[src/rtl/timekeeper_pkg.sv]
// Shared codes and constants for the timekeeper block.
// Mode and appliance-state encodings, carry limits, and a small clamp helper.
package timekeeper_pkg;

    typedef enum logic [1:0] {
        MODE_RUN      = 2'b00,
        MODE_LOAD_CLK = 2'b01,
        MODE_LOAD_THR = 2'b10,
        MODE_HOLD     = 2'b11
    } mode_e;

    localparam logic [1:0] ST_WORK  = 2'b01;
    localparam logic [1:0] ST_CLEAR = 2'b11;

    localparam logic [5:0] SEC_LAST       = 6'd59;
    localparam logic [5:0] MIN_LAST       = 6'd59;
    localparam logic [5:0] WORK_SAT_HOURS = 6'd63;

    function automatic logic [5:0] clamp6(input logic [5:0] v, input logic [5:0] lim);
        return (v > lim) ? lim : v;
    endfunction

endpackage

[src/rtl/hms_counter.sv]
// HH:MM:SS counter with clear > load > increment priority.
// SATURATE=1 holds at (HOURS_MAX-1):59:59 instead of wrapping to 00:00:00.
module hms_counter
    import timekeeper_pkg::*;
#(
    parameter int HOURS_MAX = 24,
    parameter bit SATURATE  = 1'b0
) (
    input  logic       clk,
    input  logic       rst,
    input  logic       inc_i,
    input  logic       load_i,
    input  logic [5:0] load_hour_i,
    input  logic [5:0] load_min_i,
    input  logic       clr_i,
    output logic [5:0] hour_o,
    output logic [5:0] min_o,
    output logic [5:0] sec_o
);

    localparam logic [5:0] HOUR_LAST = 6'(HOURS_MAX - 1);

    logic [5:0] hour_q, hour_d;
    logic [5:0] min_q, min_d;
    logic [5:0] sec_q, sec_d;
    logic       at_max;

    assign at_max = (hour_q == HOUR_LAST) && (min_q == MIN_LAST) && (sec_q == SEC_LAST);

    always_comb begin
        hour_d = hour_q;
        min_d  = min_q;
        sec_d  = sec_q;
        if (clr_i) begin
            hour_d = '0;
            min_d  = '0;
            sec_d  = '0;
        end else if (load_i) begin
            hour_d = load_hour_i;
            min_d  = load_min_i;
            sec_d  = '0;
        end else if (inc_i && !(SATURATE && at_max)) begin
            // Carries ripple within the same cycle so no 60 is ever stored.
            if (sec_q == SEC_LAST) begin
                sec_d = '0;
                if (min_q == MIN_LAST) begin
                    min_d  = '0;
                    hour_d = (hour_q == HOUR_LAST) ? 6'd0 : hour_q + 6'd1;
                end else begin
                    min_d = min_q + 6'd1;
                end
            end else begin
                sec_d = sec_q + 6'd1;
            end
        end
    end

    always_ff @(posedge clk or posedge rst) begin
        if (rst) begin
            hour_q <= '0;
            min_q  <= '0;
            sec_q  <= '0;
        end else begin
            hour_q <= hour_d;
            min_q  <= min_d;
            sec_q  <= sec_d;
        end
    end

    assign hour_o = hour_q;
    assign min_o  = min_q;
    assign sec_o  = sec_q;

endmodule

[src/rtl/timekeeper_multi.sv]
// Time-of-day clock plus saturating work-time accumulator with sticky reminder.
// Define REMIND_MINUTE_RES_EN to compare the reminder threshold at minute resolution.
module timekeeper_multi
    import timekeeper_pkg::*;
#(
    parameter int CLK_HZ         = 100,
    parameter int TICK_HZ        = 1,
    parameter int HOURS_MAX      = 24,
    parameter int REMIND_DEFAULT = 10
) (
    input  logic       clk,
    input  logic       reset,
    input  logic       power_on,
    input  logic [1:0] mode,
    input  logic [5:0] set_hour,
    input  logic [5:0] set_minute,
    input  logic [1:0] state,
    output logic [5:0] hour,
    output logic [5:0] minute,
    output logic [5:0] second,
    output logic [5:0] work_hours,
    output logic [5:0] work_minutes,
    output logic [5:0] work_seconds,
    output logic       remind,
    output logic       sec_tick
);

    localparam int             DIV       = CLK_HZ / TICK_HZ;
    localparam int             CW        = $clog2(DIV);
    localparam logic [CW-1:0]  PS_LAST   = CW'(DIV - 1);
    localparam logic [5:0]     HOUR_LAST = 6'(HOURS_MAX - 1);

    mode_e         mode_m;
    logic [CW-1:0] ps_q, ps_d;
    logic          tick;
    logic          tod_inc, tod_load;
    logic          work_inc, work_clr;
    logic [5:0]    thr_h_q, thr_h_d;
    logic          remind_q, remind_d;
    logic          reached;

    assign mode_m = mode_e'(mode);
    assign tick   = (ps_q == PS_LAST);

    always_comb begin
        ps_d = ps_q + CW'(1);
        if (!power_on || mode_m == MODE_LOAD_CLK || tick) begin
            ps_d = '0;
        end
    end

    assign tod_load = (mode_m == MODE_LOAD_CLK);
    assign tod_inc  = tick && (mode_m == MODE_RUN);
    // Loading the clock restarts the prescaler, so a pending tick is dropped there too.
    assign work_inc = tick && (state == ST_WORK) &&
                      (mode_m != MODE_LOAD_THR) && (mode_m != MODE_LOAD_CLK);
    assign work_clr = (state == ST_CLEAR);

    hms_counter #(
        .HOURS_MAX (HOURS_MAX),
        .SATURATE  (1'b0)
    ) u_tod (
        .clk         (clk),
        .rst         (reset),
        .inc_i       (tod_inc),
        .load_i      (tod_load),
        .load_hour_i (clamp6(set_hour, HOUR_LAST)),
        .load_min_i  (clamp6(set_minute, MIN_LAST)),
        .clr_i       (1'b0),
        .hour_o      (hour),
        .min_o       (minute),
        .sec_o       (second)
    );

    hms_counter #(
        .HOURS_MAX (int'(WORK_SAT_HOURS) + 1),
        .SATURATE  (1'b1)
    ) u_work (
        .clk         (clk),
        .rst         (reset),
        .inc_i       (work_inc),
        .load_i      (1'b0),
        .load_hour_i (6'd0),
        .load_min_i  (6'd0),
        .clr_i       (work_clr),
        .hour_o      (work_hours),
        .min_o       (work_minutes),
        .sec_o       (work_seconds)
    );

    assign thr_h_d = (mode_m == MODE_LOAD_THR) ? set_hour : thr_h_q;

`ifdef REMIND_MINUTE_RES_EN
    logic [5:0] thr_m_q, thr_m_d;
    assign thr_m_d = (mode_m == MODE_LOAD_THR) ? clamp6(set_minute, MIN_LAST) : thr_m_q;
    assign reached = ({work_hours, work_minutes} >= {thr_h_q, thr_m_q});

    always_ff @(posedge clk or posedge reset) begin
        if (reset) thr_m_q <= '0;
        else       thr_m_q <= thr_m_d;
    end
`else
    assign reached = (work_hours >= thr_h_q);
`endif

    always_comb begin
        remind_d = remind_q;
        if (work_clr) begin
            remind_d = 1'b0;
        end else if (state == ST_WORK && reached) begin
            remind_d = 1'b1;
        end
    end

    always_ff @(posedge clk or posedge reset) begin
        if (reset) begin
            ps_q     <= '0;
            thr_h_q  <= 6'(REMIND_DEFAULT);
            remind_q <= 1'b0;
        end else begin
            ps_q     <= ps_d;
            thr_h_q  <= thr_h_d;
            remind_q <= remind_d;
        end
    end

    assign remind   = remind_q;
    assign sec_tick = tick;

endmodule

[config.mk]
export PLATFORM = sky130hd
export DESIGN_NAME = timekeeper_multi
export DESIGN_NICKNAME = d
export VERILOG_FILES = /design/src/rtl/timekeeper_pkg.sv /design/src/rtl/hms_counter.sv /design/src/rtl/timekeeper_multi.sv
export SDC_FILE = /design/constraint.sdc
export NUM_CORES = 1
export LEC_CHECK = 0
export CORE_MARGIN = 10
export CORE_UTILIZATION = 35
export DETAILED_ROUTE_END_ITERATION = 10
export PLACE_DENSITY_LB_ADDON = 0.08
export SLEW_MARGIN = 20
export SYNTH_ARGS = -nofsm -noshare
export SYNTH_HDL_FRONTEND = slang
export SYNTH_SLANG_ARGS = --single-unit
export TNS_END_PERCENT = 10
[constraint.sdc]
create_clock -name clk -period 4.6 [get_ports clk]
set_input_delay 1.38 -clock clk [delete_from_list [all_inputs] [get_ports clk]]
set_output_delay 1.38 -clock clk [all_outputs]
set_load 0.01 [all_outputs]
==> summary.md, run 1 <==
| Metric | Value |
|---|---|
| Syn nets | 332 |
| Drt drc | 0 |
| Crit Path Max Fanout | 16 |
| Max Clk Rate | 287 MHz |
| Yosys warnings | 0 |
| Overall Global Routing Usage | 11.6% |
| Area Overhead vs Synth | 28.5% |
| RePlAce Congestion | 0.777 |
| Die H | 111 µm |
| Min cycle time layout | 3490 ps |
| Max Slew Vio Count | 0 |
| Pre-antenna DRT Iters | 4 |
| Fin Hold WS | 465 ps |
| Netlist Area Pre-Place | 2900 µm² |
| Layout cells sized above 1 | 9.42% |
| Wire per inst | 15.5 µm |
| Top FF cell, synth | dfrtp_1 |
| Total CTS buffers | 5 |
| Die area | 12300 µm² |
| Final worst-path cycle share | 75.8% |
| Final setup violation count | 0 |
| Layout Nets | 392 |
| Max rail drop VDD | 0.000163 V |
| Critical Path Sink Type | register |
| Final instance area | 3720 µm² |
| Worst Skew | 9.53 ps |
| Worst Path Arrival | 3710 ps |
| Highest metal used | met4 |
| Status | completed |
| Kind of critical path | input pin to register |
| Max incr delay on CP | 640 ps |
| Core area | 8130 µm² |
| Pwr Total | 0.00111 W |
| CTS Buffer Depth | 2 |
| Mapped Cells | 300 |
| Final Worst Setup Slack | 1110 ps |
| H-tree levels | 2 |
| # IOs | 57 |
| Async SR Flop Fraction | 100% |
| Vias | 2452 |
| TritonCTS Sinks | 50 |
| #FFs+latches synth | 50 |
| DR vias/cell | 5.26 |
| Clock latency on the worst-skew pair | 300 ps |
| Initial core utilization | 35.6% |
| Setup TNS | 0 ps |
| Postcts setup bufs | 0 |
| Post-cts resize count | 0 |
| Worst-path cell chain | clkdlybuf4s50_1 > or2b_1 > and4b_2 > nand3_4 > or4b_1 > a21oi_1 |
| Worst Path Required | 4820 ps |
| Sequential area share after synthesis | 43.3% |
| Number of global-route vias before repair | 2583 |
| Hold Path Class | register to register |
| DIE WIDTH | 111 µm |
| Final HPWL DP | 5.50 mm |
| Ant diodes | 0 |
| P_leak | 1.52 nW |
| WL met3 | 373 µm |
| Final wirelength | 7.21 mm |
| Clk root buf | clkbuf_8 |
| # Max-Cap Violations | 0 |
| Worst slack, placed | 825 ps |
| Fin. Hold Viols | 0 |
| RSZ-0062 raised after global routing | false |
| Final ANT Viol Nets | 0 |
| Antenna violations before repair | 0 |
| Slowest cell on the critical path | clkdlybuf4s50_1 |
| Worst slew pin tran | 832 ps |
| Post-synth EDFFs | 0 |
| # fillers | 799 |
| Global-route wire length before repair | 12.4 mm |
| DP Area | 3580 µm² |
| # hold bufs at CTS | 0 |
| Global route overflow | 0 |
| 1st-iter DRT viols | 58 |
| WL met2 | 3.49 mm |
| Largest net degree at the start of global routing | 40 |
| Slew HR | 44.4% |
| Avg Cell Area, Syn | 9.65 µm² |
| PortBufs | 56 |
| Critical Path Start Type | input pin |
| Clock transition at path regs | 90 ps |
| Netlist cell types | 65 |
| M1 WL | 3.32 mm |
| Std-Cell Rows | 33 |
| Pwr/cell area | 298 nW/µm² |
| CTS tree | built |
## final cells by class
| type | count | area (µm²) | share of cell area, % |
|---|---|---|---|
| clock inverter | 2 | 60.1 | 1.61 |
| inverter | 12 | 50.0 | 1.34 |
| clock buffer | 6 | 82.6 | 2.22 |
| multi-input combinational | 232 | 1560 | 41.9 |
| tap | 105 | 131 | 3.53 |
| timing repair buffer | 59 | 583 | 15.7 |
| sequential | 50 | 1250 | 33.7 |
## cell families (layout without fill, tap and decap cells)
group	Yosys count	in the layout	synth area share (%)
compound gates	76	76	17.5
xor+xnor	9	9	2.72
fa+ha+maj	13	13	5.62
buf+inv	18	79	2.81
flops	50	50	43.3
mux	10	10	3.76
simple gates	124	124	24.3
## cells in the mapped netlist (all sizes together) (3+ instances only)
library cell,number,area [µm²]
xnor2,4,35.0
or4,3,22.5
nor2,31,116
and2,4,25.0
nand4,4,31.3
o31ai,4,30.0
inv,11,41.3
xor2,5,43.8
nand3,15,92.6
o211ai,4,30.0
a22o,5,43.8
mux2i,3,30.0
o21ai,22,110
nor3,8,45.0
nand3b,3,22.5
nor2b,5,31.3
ha,13,163
dfrtp,48,1200
a22oi,3,22.5
and3,6,37.5
mux2,7,78.8
a21oi,17,85.1
o41ai,4,42.6
buf,3,20.0
or3,4,25.0
nand2b,3,18.8
nand2,27,104
clkbuf,3,11.3
## registers in the layout (all words and copies together) (netlist names)
name,cells
u_tod.sec_o,6
u_work.hour_o,6
remind,1
u_tod.hour_o,6
thr_h_q,6
u_work.min_o,6
u_tod.min_o,6
ps_q,7
u_work.sec_o,6
## layer usage
| layer | vias up | GRT usage [%] |
|---|---|---|
| li1 | 1229 | - |
| met1 | 1183 | 14.3 |
| met2 | 38 | 19.6 |
| met3 | 2 | 3.41 |
| met4 | 0 | 2.34 |
| met5 | - | 0 |
## worst paths after layout
kind                                   endpoint  slack, ps  cells after the start             from
worst max register to register  u_work.sec_o[4]       2410                      6  u_work.min_o[0]
max in group asynchronous        u_tod.min_o[0]       2360                      3            reset
worst max-delay path            u_work.min_o[4]       1110                      6          mode[1]
worst min register to register          ps_q[0]        470                      1          ps_q[0]
min in group asynchronous       u_work.sec_o[4]       1560                      2            reset
worst min-delay path                    ps_q[0]        470                      1          ps_q[0]
## critical path: cells and delay by family
| kind | cells | cell delay [ps] |
|---|---|---|
| buf+inv | 1 | 640 |
| simple gates | 4 | 1530 |
| compound gates | 1 | 150 |
## cells in the final DEF, fill, tap and decap left out, types with 4 or more instances in the layout
cell type,Yosys,routed
clkdlybuf4s50_1,0,56
dfrtp_1,48,48
nor2_1,31,31
nand2_1,26,26
o21ai_0,19,19
a21oi_1,17,17
nand3_1,13,13
ha_1,13,13
inv_1,11,10
nor3_1,7,7
mux2_2,7,7
and3_1,6,6
clkbuf_8,0,6
nor2b_1,5,5
a22o_1,5,5
xor2_1,5,5
o211ai_1,4,4
o31ai_1,4,4
or3_1,4,4
xnor2_1,4,4
## report_power, final
group	switching [W]	internal, W	leakage (nW)	total [W]
clock	0.000148	0.000232	0.0714	0.000380
sequential	0.0000420	0.000477	0.655	0.000519
combinational	0.0000975	0.000114	0.798	0.000211
## through the flow
step	utilization [%]	std cells
2_1_floorplan	-	300
3_3_place_gp	44.0	458
3_5_place_dp	44.0	458
4_1_cts	45.7	466
5_1_grt	45.7	466
6_report	45.7	466
No activity file was read; power rests on OpenSTA's default activity.
==> run 2, diff against run 1 <==
==> constraint.sdc (replaced) <==
create_clock -name clk -period 3.7 [get_ports clk]
set_input_delay 1.11 -clock clk [delete_from_list [all_inputs] [get_ports clk]]
set_output_delay 1.11 -clock clk [all_outputs]
set_load 0.01 [all_outputs]
==> summary.md, run 2 (synthesis gave the netlist of run 1 again) <==
| Metric | Value |
|---|---|
| Status | completed |
| Final HPWL DP | 5.68 mm |
| Clock transition at path regs | 90 ps |
| Critical Path Start Type | register |
| Worst flop-to-flop path startpoint | u_work.min_o[0] |
| Antenna violations before repair | 0 |
| Global route overflow | 0 |
| Register-to-Register Setup Slack | 1520 ps |
| Largest net degree at the start of global routing | 21 |
| Final worst-path cycle share | 85.4% |
| Commonest non-fill, non-tap cells in the layout | clkdlybuf4s50_1, dfrtp_1, nor2_1 |
| Min cycle time layout | 3160 ps |
| # IOs | 57 |
| Worst Path Arrival | 2050 ps |
| Most common cell after layout, fill and taps aside | clkdlybuf4s50_1 |
| CTS Buffer Depth | 2 |
| Hold EP | ps_q[0] |
| Pwr Total | 0.00139 W |
| Hold_sp | ps_q[0] |
| Fin. Hold Viols | 0 |
| Worst Skew | 12.8 ps |
| Postcts setup bufs | 0 |
| TritonCTS Sinks | 50 |
| Clk root buf | clkbuf_8 |
| Number of global-route vias before repair | 2537 |
| Worst hold path depth | 1 |
| Wire per inst | 15.9 µm |
| Layout Nets | 395 |
| 1st-iter DRT viols | 94 |
| PortBufs | 56 |
| # hold bufs at CTS | 0 |
| Placed Cells | 461 |
| Comb pwr share | 19.1% |
| DR vias/cell | 5.35 |
| Final Worst Setup Slack | 539 ps |
| DIE WIDTH | 111 µm |
| Largest register FFs | 7 |
| Clk pwr share | 34.8% |
| Part of the power in registers | 46.2% |
| Final setup violation count | 0 |
| Switching power | 0.000368 W |
| Hold Path Class | register to register |
| Post-cts resize count | 0 |
| Setup TNS | 0 ps |
| Kind of critical path | register to output port |
| P_int | 0.00103 W |
| Worst slack, placed | 641 ps |
| Largest Register | ps_q |
| Layout cells sized above 1 | 10.2% |
| Std-Cell Rows | 33 |
| Max Clk Rate | 316 MHz |
| R2r endpoint | u_work.sec_o[4] |
| Ant diodes | 0 |
| CTS tree | built |
| Initial core utilization | 35.6% |
| Overall Global Routing Usage | 12.2% |
| Pwr/cell area | 372 nW/µm² |
| Sw Share | 26.4% |
| Slew HR | 44.3% |
| # Max-Cap Violations | 0 |
| Clock latency on the worst-skew pair | 310 ps |
| Core area | 8130 µm² |
| Vias | 2509 |
| H-tree levels | 2 |
| Die H | 111 µm |
| Final ANT Viol Nets | 0 |
| Pre-antenna DRT Iters | 4 |
| Area Overhead vs Synth | 29.3% |
| Global-route wire length before repair | 12.9 mm |
| RePlAce Congestion | 0.803 |
| Critical Path Sink Type | output port |
| R2r worst-path depth | 6 |
| P_leak | 1.54 nW |
| RSZ-0062 raised after global routing | false |
| Worst Path Required | 2590 ps |
| Total CTS buffers | 5 |
| Post-route non-filler standard cell count | 469 |
| Die area | 12300 µm² |
| Crit Path Max Fanout | 9 |
| Worst slew pin tran | 835 ps |
| Final wirelength | 7.45 mm |
| Max Slew Vio Count | 0 |
| Max rail drop VDD | 0.000229 V |
| Drt drc | 0 |
[run 2: worst max path at each step]
stage	slack, ps	to	start	cells after the start
floorplan	1290	u_work.min_o[4]	mode[0]	5
global placement	660	u_work.min_o[4]	mode[1]	6
detailed placement	640	u_work.min_o[4]	mode[1]	6
CTS	520	sec_tick	ps_q[3]	4
global route	400	sec_tick	ps_q[3]	4
finish	540	sec_tick	ps_q[3]	4
[run 2: power groups by stage]
| stage | clock [W] | combinational [W] | sequential [W] |
|---|---|---|---|
| after floorplan | 0 | 0.000127 | 0.000658 |
| after global placement | 0 | 0.000269 | 0.000656 |
| after detailed placement | 0 | 0.000271 | 0.000653 |
| after CTS | 0.000498 | 0.000272 | 0.000644 |
| after global routing | 0.000514 | 0.000298 | 0.000655 |
| final | 0.000485 | 0.000266 | 0.000643 |
[run 2: cell type report]
class                      count  area, µm²
fill                         795       4390
multi-input combinational    232       1560
sequential                    50       1250
timing repair buffer          62        606
tap                          105        131
clock buffer                   6       82.6
clock inverter                 2       60.1
inverter                      12       50.0
[run 2: worst max-delay path: stages (launching register included)]
cell	delay, ps
dfrtp_1	450
nor4b_4	330
nand3_2	240
clkinv_4	170
clkdlybuf4s50_1	550
[run 2: layer usage]
layer | wire [µm] | up-vias | GRT usage [%]
met5 | 0 | - | 0
met4 | 64 | 0 | 2.95
met3 | 470 | 6 | 3.95
met2 | 3580 | 49 | 20.2
met1 | 3330 | 1217 | 15.0
li1 | - | 1237 | -
[run 2: metrics by stage]
stage               hold WS, ps  cell area (µm²)  utilization [%]
finish                      460             3740             46.0
global route                480             3740             46.0
CTS                         469             3740             46.0
detailed placement          456             3600             44.3
global placement            448             3600             44.3
floorplan                   425             2900                -
